## src/rtl/mem_port_arbiter_if.sv

```systemverilog
// Bus bundle for mem_port_arbiter: fetch port, data port, memory port and
// the per-stage stall outputs. The arbiter takes the slave side; the
// pipeline/memory environment takes the master side.
interface mem_port_arbiter_if #(
  parameter int ADDR_W = 8,
  parameter int DATA_W = 32
);
  logic              if_req;
  logic [ADDR_W-1:0] if_addr;
  logic [DATA_W-1:0] if_rdata;
  logic              if_ready;
  logic              d_req;
  logic              d_rw;
  logic              d_size;
  logic [ADDR_W-1:0] d_addr;
  logic [DATA_W-1:0] d_wdata;
  logic [DATA_W-1:0] d_rdata;
  logic              d_ready;
  logic              m_en;
  logic              m_rw;
  logic              m_size;
  logic [ADDR_W-1:0] m_addr;
  logic [DATA_W-1:0] m_wdata;
  logic [DATA_W-1:0] m_rdata;
  logic              stall_if;
  logic              stall_mem;

  modport slave (
    input  if_req, if_addr, d_req, d_rw, d_size, d_addr, d_wdata, m_rdata,
    output if_rdata, if_ready, d_rdata, d_ready,
           m_en, m_rw, m_size, m_addr, m_wdata, stall_if, stall_mem
  );

  modport master (
    output if_req, if_addr, d_req, d_rw, d_size, d_addr, d_wdata, m_rdata,
    input  if_rdata, if_ready, d_rdata, d_ready,
           m_en, m_rw, m_size, m_addr, m_wdata, stall_if, stall_mem
  );
endinterface

```

## src/rtl/mem_port_arbiter.sv

```systemverilog
// mem_port_arbiter: shares one single-port fixed-latency memory between the
// fetch (instruction) port and the data port. Data wins ties unless fetch has
// already lost MAX_STREAK grants in a row. Each access runs IDLE -> ACCESS
// (MEM_LATENCY cycles of m_en) -> RESP (one-cycle ready pulse).
// Optional: define ARB_STATS_EN to add the stat_conflicts and
// stat_starve_grants saturating counters.
module mem_port_arbiter #(
  parameter int ADDR_W      = 8,
  parameter int DATA_W      = 32,
  parameter int MEM_LATENCY = 1,
  parameter int MAX_STREAK  = 3
) (
  input  logic clk,
  input  logic reset,
  mem_port_arbiter_if.slave bus
`ifdef ARB_STATS_EN
  ,
  output logic [15:0] stat_conflicts,
  output logic [15:0] stat_starve_grants
`endif
);
  localparam logic [3:0] LAT_M1     = 4'(MEM_LATENCY - 1);
  localparam logic [3:0] STREAK_MAX = 4'(MAX_STREAK);

  typedef enum logic [1:0] {IDLE, ACCESS, RESP} state_t;

  state_t            state_q, state_d;
  logic              owner_data_q;   // 1: data port owns the access
  logic [ADDR_W-1:0] addr_q;
  logic              rw_q;
  logic              size_q;
  logic [DATA_W-1:0] wdata_q;
  logic [3:0]        cnt_q;
  logic [3:0]        streak_q;
  logic [DATA_W-1:0] if_rdata_q;
  logic [DATA_W-1:0] d_rdata_q;

  logic any_req, both_req, force_fetch, take_data;

  assign any_req     = bus.if_req | bus.d_req;
  assign both_req    = bus.if_req & bus.d_req;
  assign force_fetch = both_req & (streak_q == STREAK_MAX);
  assign take_data   = bus.d_req & ~force_fetch;

  // State register
  always_ff @(posedge clk or posedge reset) begin
    if (reset) state_q <= IDLE;
    else       state_q <= state_d;
  end

  // Next-state: grant from IDLE, leave ACCESS when the latency counter expires
  always_comb begin
    state_d = state_q;
    case (state_q)
      IDLE:    if (any_req) state_d = ACCESS;
      ACCESS:  if (cnt_q == 4'd0) state_d = RESP;
      RESP:    state_d = IDLE;
      default: state_d = IDLE;
    endcase
  end

  // Grant capture, latency count, read-data capture and streak tracking
  always_ff @(posedge clk or posedge reset) begin
    if (reset) begin
      owner_data_q <= 1'b0;
      addr_q       <= '0;
      rw_q         <= 1'b0;
      size_q       <= 1'b0;
      wdata_q      <= '0;
      cnt_q        <= 4'd0;
      streak_q     <= 4'd0;
      if_rdata_q   <= '0;
      d_rdata_q    <= '0;
    end else begin
      case (state_q)
        IDLE: if (any_req) begin
          owner_data_q <= take_data;
          addr_q       <= take_data ? bus.d_addr : bus.if_addr;
          // fetch is always a word read
          rw_q         <= take_data & bus.d_rw;
          size_q       <= take_data & bus.d_size;
          if (take_data) wdata_q <= bus.d_wdata;
          cnt_q        <= LAT_M1;
          // streak counts data wins only while fetch is actually waiting
          if (take_data && bus.if_req)
            streak_q <= (streak_q == STREAK_MAX) ? streak_q : streak_q + 4'd1;
          else
            streak_q <= 4'd0;
        end
        ACCESS: begin
          if (cnt_q == 4'd0) begin
            if (!rw_q) begin
              if (owner_data_q) d_rdata_q  <= bus.m_rdata;
              else              if_rdata_q <= bus.m_rdata;
            end
          end else begin
            cnt_q <= cnt_q - 4'd1;
          end
        end
        default: ;
      endcase
    end
  end

  // Memory port: enables/controls only during ACCESS, address/data hold
  assign bus.m_en     = (state_q == ACCESS);
  assign bus.m_rw     = (state_q == ACCESS) & rw_q;
  assign bus.m_size   = (state_q == ACCESS) & size_q;
  assign bus.m_addr   = addr_q;
  assign bus.m_wdata  = wdata_q;

  assign bus.if_ready  = (state_q == RESP) & ~owner_data_q;
  assign bus.d_ready   = (state_q == RESP) &  owner_data_q;
  assign bus.if_rdata  = if_rdata_q;
  assign bus.d_rdata   = d_rdata_q;
  assign bus.stall_if  = bus.if_req & ~bus.if_ready;
  assign bus.stall_mem = bus.d_req  & ~bus.d_ready;

`ifdef ARB_STATS_EN
  // Saturating counters: IDLE-cycle conflicts and streak-forced fetch grants
  always_ff @(posedge clk or posedge reset) begin
    if (reset) begin
      stat_conflicts     <= 16'd0;
      stat_starve_grants <= 16'd0;
    end else if (state_q == IDLE) begin
      if (both_req && stat_conflicts != 16'hFFFF)
        stat_conflicts <= stat_conflicts + 16'd1;
      if (force_fetch && stat_starve_grants != 16'hFFFF)
        stat_starve_grants <= stat_starve_grants + 16'd1;
    end
  end
`endif
endmodule

```

## src/flat_wrapper.sv

```systemverilog
// flat-port wrapper written by rule: the top's interface ports become plain ports
module mem_port_arbiter_flat 
#(
  parameter int ADDR_W      = 8,
  parameter int DATA_W      = 32,
  parameter int MEM_LATENCY = 1,
  parameter int MAX_STREAK  = 3
)
  (clk, reset, bus_if_req, bus_if_addr, bus_d_req, bus_d_rw, bus_d_size, bus_d_addr, bus_d_wdata, bus_m_rdata, bus_if_rdata, bus_if_ready, bus_d_rdata, bus_d_ready, bus_m_en, bus_m_rw, bus_m_size, bus_m_addr, bus_m_wdata, bus_stall_if, bus_stall_mem);
  mem_port_arbiter_if #(.ADDR_W(ADDR_W), .DATA_W(DATA_W)) bus_i ();
  input  logic clk;
  input  logic reset;
  input wire logic [$bits(bus_i.if_req)-1:0] bus_if_req;
  input wire logic [$bits(bus_i.if_addr)-1:0] bus_if_addr;
  input wire logic [$bits(bus_i.d_req)-1:0] bus_d_req;
  input wire logic [$bits(bus_i.d_rw)-1:0] bus_d_rw;
  input wire logic [$bits(bus_i.d_size)-1:0] bus_d_size;
  input wire logic [$bits(bus_i.d_addr)-1:0] bus_d_addr;
  input wire logic [$bits(bus_i.d_wdata)-1:0] bus_d_wdata;
  input wire logic [$bits(bus_i.m_rdata)-1:0] bus_m_rdata;
  output wire logic [$bits(bus_i.if_rdata)-1:0] bus_if_rdata;
  output wire logic [$bits(bus_i.if_ready)-1:0] bus_if_ready;
  output wire logic [$bits(bus_i.d_rdata)-1:0] bus_d_rdata;
  output wire logic [$bits(bus_i.d_ready)-1:0] bus_d_ready;
  output wire logic [$bits(bus_i.m_en)-1:0] bus_m_en;
  output wire logic [$bits(bus_i.m_rw)-1:0] bus_m_rw;
  output wire logic [$bits(bus_i.m_size)-1:0] bus_m_size;
  output wire logic [$bits(bus_i.m_addr)-1:0] bus_m_addr;
  output wire logic [$bits(bus_i.m_wdata)-1:0] bus_m_wdata;
  output wire logic [$bits(bus_i.stall_if)-1:0] bus_stall_if;
  output wire logic [$bits(bus_i.stall_mem)-1:0] bus_stall_mem;
  assign bus_i.if_req = bus_if_req;
  assign bus_i.if_addr = bus_if_addr;
  assign bus_i.d_req = bus_d_req;
  assign bus_i.d_rw = bus_d_rw;
  assign bus_i.d_size = bus_d_size;
  assign bus_i.d_addr = bus_d_addr;
  assign bus_i.d_wdata = bus_d_wdata;
  assign bus_i.m_rdata = bus_m_rdata;
  assign bus_if_rdata = bus_i.if_rdata;
  assign bus_if_ready = bus_i.if_ready;
  assign bus_d_rdata = bus_i.d_rdata;
  assign bus_d_ready = bus_i.d_ready;
  assign bus_m_en = bus_i.m_en;
  assign bus_m_rw = bus_i.m_rw;
  assign bus_m_size = bus_i.m_size;
  assign bus_m_addr = bus_i.m_addr;
  assign bus_m_wdata = bus_i.m_wdata;
  assign bus_stall_if = bus_i.stall_if;
  assign bus_stall_mem = bus_i.stall_mem;
  mem_port_arbiter #(.ADDR_W(ADDR_W), .DATA_W(DATA_W), .MEM_LATENCY(MEM_LATENCY), .MAX_STREAK(MAX_STREAK)) u_core (.clk(clk), .reset(reset), .bus(bus_i));
endmodule
```

## config.mk

```make
export PLATFORM = sky130hd
export DESIGN_NAME = mem_port_arbiter_flat
export DESIGN_NICKNAME = d
export VERILOG_FILES = /design/src/rtl/mem_port_arbiter_if.sv /design/src/rtl/mem_port_arbiter.sv /design/src/flat_wrapper.sv
export SDC_FILE = /design/constraint.sdc
export NUM_CORES = 1
export LEC_CHECK = 0
export BUFFER_PORTS_ARGS = -buffer_cell sky130_fd_sc_hd__buf_4
export CAP_MARGIN = 20
export CORE_UTILIZATION = 25
export DETAILED_ROUTE_END_ITERATION = 10
export GPL_TIMING_DRIVEN = 0
export SETUP_SLACK_MARGIN = 0.02
export SKIP_CTS_REPAIR_TIMING = 1
export SYNTH_ARGS = -nofsm -noshare
export SYNTH_HDL_FRONTEND = slang
export SYNTH_SLANG_ARGS = --single-unit
```

## constraint.sdc

```tcl
create_clock -name clk -period 3.3 [get_ports clk]
set_input_delay 0.165 -clock clk [delete_from_list [all_inputs] [get_ports clk]]
set_output_delay 0.165 -clock clk [all_outputs]
set_load 0.01 [all_outputs]
```

# Word level (Yosys, flattened, before mapping)
# Cells that the tools add are included.
# classes
n_addsub	2
n_mul	0
div_mod_pow	0
order_cmp	0
n_eq_ne	7
n_shift	0
n_mux	9
n_bitwise	17
reduce_logical	11
# op_table
op	n
$mux W4	4
$and A1 B1 Y1	11
$reduce_and A3 Y1	3
$mux W8	1
$pmux W4 S2	1
$reduce_and A4 Y1	2
$not A1 Y1	5
$add A4 B1 Y4 const B	1
$eq A4 B2 Y1 const B	1
$logic_not A4 Y1	1
$mux W2	2
$ne A2 B1 Y1 const B	2
$ne A2 B2 Y1 const B	2
$pmux W2 S2	1
$reduce_and A2 Y1	2
$sub A4 B1 Y4 const B	1
$eq A2 B1 Y1 const B	1
$eq A2 B2 Y1 const B	1
$logic_not A2 Y1	1
$reduce_bool A2 Y1	1
$logic_and A1 B1 Y1	1
$or A1 B1 Y1	1
# totals
reg_bits	117
latchBits	0
ram_bits	0
rom_bits	0
in_bits	86
out_inout_bits	111
elab_cells	56
mem_count	0

# Depth between registers and ports, before layout
# logic_depth
depth_word	7
mapped_depth	7
ltp_nobuf	6

# Worst setup path before layout
# No wires, ideal clock.
# synth_path
kind	register -> register
from	reg u_core.cnt_q[0]
to	reg u_core.if_rdata_q[19] (netlist: u_core.bus.if_rdata[19])
setup_ns	0.125
arrival_time_ns	1.901
t_required_ns	3.175
setup_slack_ns	1.274
path_stages_with_launch	7
path_buffers	1
synth_period_minus_slack_ns	2.026
path_cell_list	dfrtp_1 -> inv_1 -> ha_1 -> or3b_4 -> nor4_4 -> buf_6 -> mux2_2
# synth_between
elab_chain_cells	2
# synth_rtl
element	line	rtl
from (decl)	mem_port_arbiter.sv:33	logic [3:0] cnt_q;
from (signal assigned)	mem_port_arbiter.sv:97	cnt_q <= cnt_q - 4'd1;
$logic_not A4 Y1	mem_port_arbiter.sv:91	if (cnt_q == 4'd0) begin
$reduce_and A4 Y1 (no source line)	-	
to (signal assigned)	mem_port_arbiter.sv:94	else if_rdata_q <= bus.m_rdata;
to (decl)	mem_port_arbiter.sv:35	logic [DATA_W-1:0] if_rdata_q;
# Every way passes these cells.
# A chain may end at the register's enable or synchronous reset.

# Worst setup path in the final report
# Ends and elaborated chain as after synthesis.

==> summary.txt <==
Route
  – Via count: roughly 3700
  – Drc violations: 0
  – Total Wirelength: approximately 12000 µm
  – Initial DRT Pass Iterations: 4
  – Vias per cell: around 4.3
  – Drt initial violations: between 100 and 150
  – Wire per inst: between 10 and 15 µm
  – Final ANT Viol Nets: 0

Clock network
  – Reg clk slew, reported paths: 0.06 ns
  – Clock Path Buffers: 2
  – Total CTS buffers: 17
  – H-tree levels: 4
  – Worst-skew pair later-pin latency: about 0.4 ns
  – CTS root buffer: clkbuf_16
  – Clock tree sinks: 117
  – CTS tree: done

Synthesis
  – Number of synthesized flops with an enable pin: 0
  – Syn Area/Cell: approximately 14 µm²
  – Largest cells by area after synthesis: dfrtp_1 63%, mux2_2 23%, a21oi_1 2.0%
  – Flops & latches, synth: ~120
  – Seq/Total Area, Yosys: about 63%
  – Count leader, synth: dfrtp_1
  – Synth unique cells: 32
  – Ys async rst share: 100%
  – Synth area leader: dfrtp_1
  – Ys flop type: dfrtp_1
  – Syn Nets: slightly above 400
  – Post-Synthesis Cells: roughly 320
  – Top post-synthesis cells by count: 117 x dfrtp_1, 93 x mux2_2, 24 x nand2_1
  – Yosys top cell area share: between 60 and 70%
  – Mapped cell area: around 4600 µm²
  – Synth warn: 0

Setup path
  – Crit path max fanout: 10
  – WP depth: 6
  – Data required time of the critical path: 3.58 ns
  – Worst-path cell chain: inv_1, ha_1, or3b_4, nor4_4, buf_6, mux2_2
  – Buf+Inv Stages, Crit Path: 2
  – Reg2reg path depth: 6
  – Slowest CP cell: nor4_4
  – Critical setup path kind: flip-flop to flip-flop
  – Critical Path AT: between 2 and 3 ns
  – Crit end category: flip-flop
  – CP max stage delay: 0.48 ns
  – CP delay by family, top: simple AND/OR/NAND/NOR gates
  – Worst Setup Start Kind: flip-flop

Global route
  – First-pass GRT wire length: between 15000 and 20000 µm
  – Initial antenna violation count: 0
  – GRT met1 Usage: around an eighth
  – Grt total ovfl: 0
  – Met2 usage: between 10% and 20%
  – Vias in the first global route: ~3600
  – Total track usage: between 10% and 20%
  – Met3 usage: under 10%
  – Busiest grt layer: met2
  – Largest net degree at the start of global routing: 62

Timing
  – Unrepaired setup endpoints after global routing: no
  – Fin Hold WS: -0.0155 ns
  – Worst Tran Pin Value: roughly 0.73 ns
  – Worst Skew: about 0.0067 ns
  – Final Hold Vio Count: 1
  – Worst setup margin: 1.02 ns
  – Slew Limit Fails: 0
  – Fin crit share: roughly 69%
  – Endpoints failing setup: 0
  – Fmax: about 0.44 GHz
  – Worst slew margin: a little over 50%
  – Minimum clock period: approximately 2.3 ns

Place
  – DP HPWL: between 8000 and 9000 µm
  – Number of port buffers: 196
  – Worst slack, placed: 0.960 ns
  – DP Area: roughly 6400 µm²
  – Routability congestion estimate: around 0.74

Final layout
  – Design Area, Final: a little under 8000 µm²
  – Antenna diode count: 0
  – Sequential cell area: between 2000 and 3000 µm²
  – Layout cell share with drive strength beyond 1: between 50 and 60%
  – Final core utilization: around 43%
  – Filler Cell Count: 1650
  – Multi-input logic area: between 1500 and 2000 µm²
  – Final nets: between 600 and 700
  – Area grow syn2layout: 69.4%

Floorplanning
  – Area of the die: around 19000 µm²
  – Row cnt: 49
  – Initial Utilization: roughly a quarter
  – I/O pin count: 197
  – Die width: approximately 140 µm
  – CORE AREA: between 15000 and 20000 µm²
  – Die Span Y: between 100 and 150 µm

Min path
  – WHS Path Cells: 3
  – HP Class: input pin to flip-flop

Power
  – Power share of the clock group: roughly 28%
  – Combinational power share: between 30 and 40%
  – Net Sw Power: ~2.2 mW
  – Leakage: 3.64 nW
  – Switching portion of total power: between 20 and 30%
  – Total Power: 7.56 mW
  – Peak supply drop: 0.000409 V
  – Int Power: approximately 5.3 mW
  – Flop pwr share: between 30 and 40%
  – Power per cell area: between 900 and 1000 nW/µm²

Outcome
  – Failing checks: negative hold slack
  – Status: finished, violations left

Job
  – Max_cap viols: 0
## tightest hold or removal path: stages
cell and delay [ns]:
buf_4 0.08, nand3_1 0.05, nand2_1 0.06
## kinds of logic (layout without fill, tap and decap cells)
kind of cell / Yosys count / after routing / share of synthesized area [%]
flip-flops: 117 / 117 / 63.4
multiplexers: 96 / 96 / 23.4
AND/OR/NAND/NOR: 57 / 57 / 6.26
AO/OA/AOI/OAI: 31 / 31 / 3.68
buffers and inverters: 18 / 320 / 2.55
adder cells (fa/ha/maj): 2 / 2 / 0.542
XOR/XNOR: 1 / 1 / 0.190
## per-stage QoR
step / TNS (ns) / cells
finish: 0 / 853
global placement: -143.21 / 747
global route: 0 / 853
CTS: 0 / 780
detailed placement: 0 / 748
floorplan: 0 / 322
## cells in the final DEF, fill, tap and decap left out, types with 2 or more instances in the layout
master,Yosys,final
dlygate4sd3_1,0,72
mux2_2,93,93
buf_4,0,196
bufinv_16,0,5
clkbuf_16,0,17
nor2_1,11,11
nor2b_1,4,4
o21ai_0,6,6
inv_1,5,4
nand3_1,7,7
clkbuf_8,0,7
dfrtp_1,117,117
ha_1,2,2
buf_2,4,5
and2_1,2,2
a21oi_1,18,18
clkbuf_1,3,4
mux2_1,3,3
buf_6,6,6
nand2_1,24,24
## final cells by class
type | instances | area share (%)
tap | 229 | 3.66
clock inverter | 7 | 2.08
multi-input combinational | 187 | 20.1
buffer | 13 | 1.26
timing repair buffer | 270 | 28.4
clock buffer | 25 | 6.72
inverter | 5 | 0.304
sequential | 117 | 37.4
## final timing paths
| path | from | to | slack (ns) |
|---|---|---|---|
| setup / recovery | u_core.cnt_q[0]$_DFFE_PP0P_ | u_core.bus.if_rdata[19]$_DFFE_PP0P_ | 1.02 |
| hold / removal | bus_d_size | u_core.size_q$_DFFE_PP0P_ | -0.02 |
| setup reg to reg | u_core.cnt_q[0]$_DFFE_PP0P_ | u_core.bus.if_rdata[19]$_DFFE_PP0P_ | 1.02 |
| hold reg to reg | u_core.size_q$_DFFE_PP0P_ | u_core.size_q$_DFFE_PP0P_ | 0.46 |
| max in group asynchronous | reset | u_core.bus.d_rdata[11]$_DFFE_PP0P_ | 2.22 |
| min in group asynchronous | reset | u_core.bus.m_wdata[1]$_DFFE_PP0P_ | 0.40 |
## state kept, by name (all words and copies together), names as in the netlist
register and count:
u_core.cnt_q 4, u_core.streak_q 4, u_core.bus.m_wdata 32, u_core.rw_q 1, u_core.state_q 2, u_core.owner_data_q 1
u_core.bus.d_rdata 32, u_core.bus.m_addr 8, u_core.size_q 1, u_core.bus.if_rdata 32
## power groups by stage
stage / logic [mW] / clock network, mW / registers [mW]
global placement: 2.83 / 0 / 2.52
floorplan: 1.14 / 0 / 2.82
detailed placement: 2.89 / 0 / 2.55
finish: 2.91 / 2.11 / 2.54
global route: 3.16 / 2.24 / 2.63
CTS: 2.88 / 2.16 / 2.54
## routing by layer
metal,up-vias,wire (µm)
met5,-,0
met1,1788,4940
met3,11,1010
met4,0,124
li1,1715,-
met2,148,5940
Note: power is estimated with default switching activity, not from simulation.
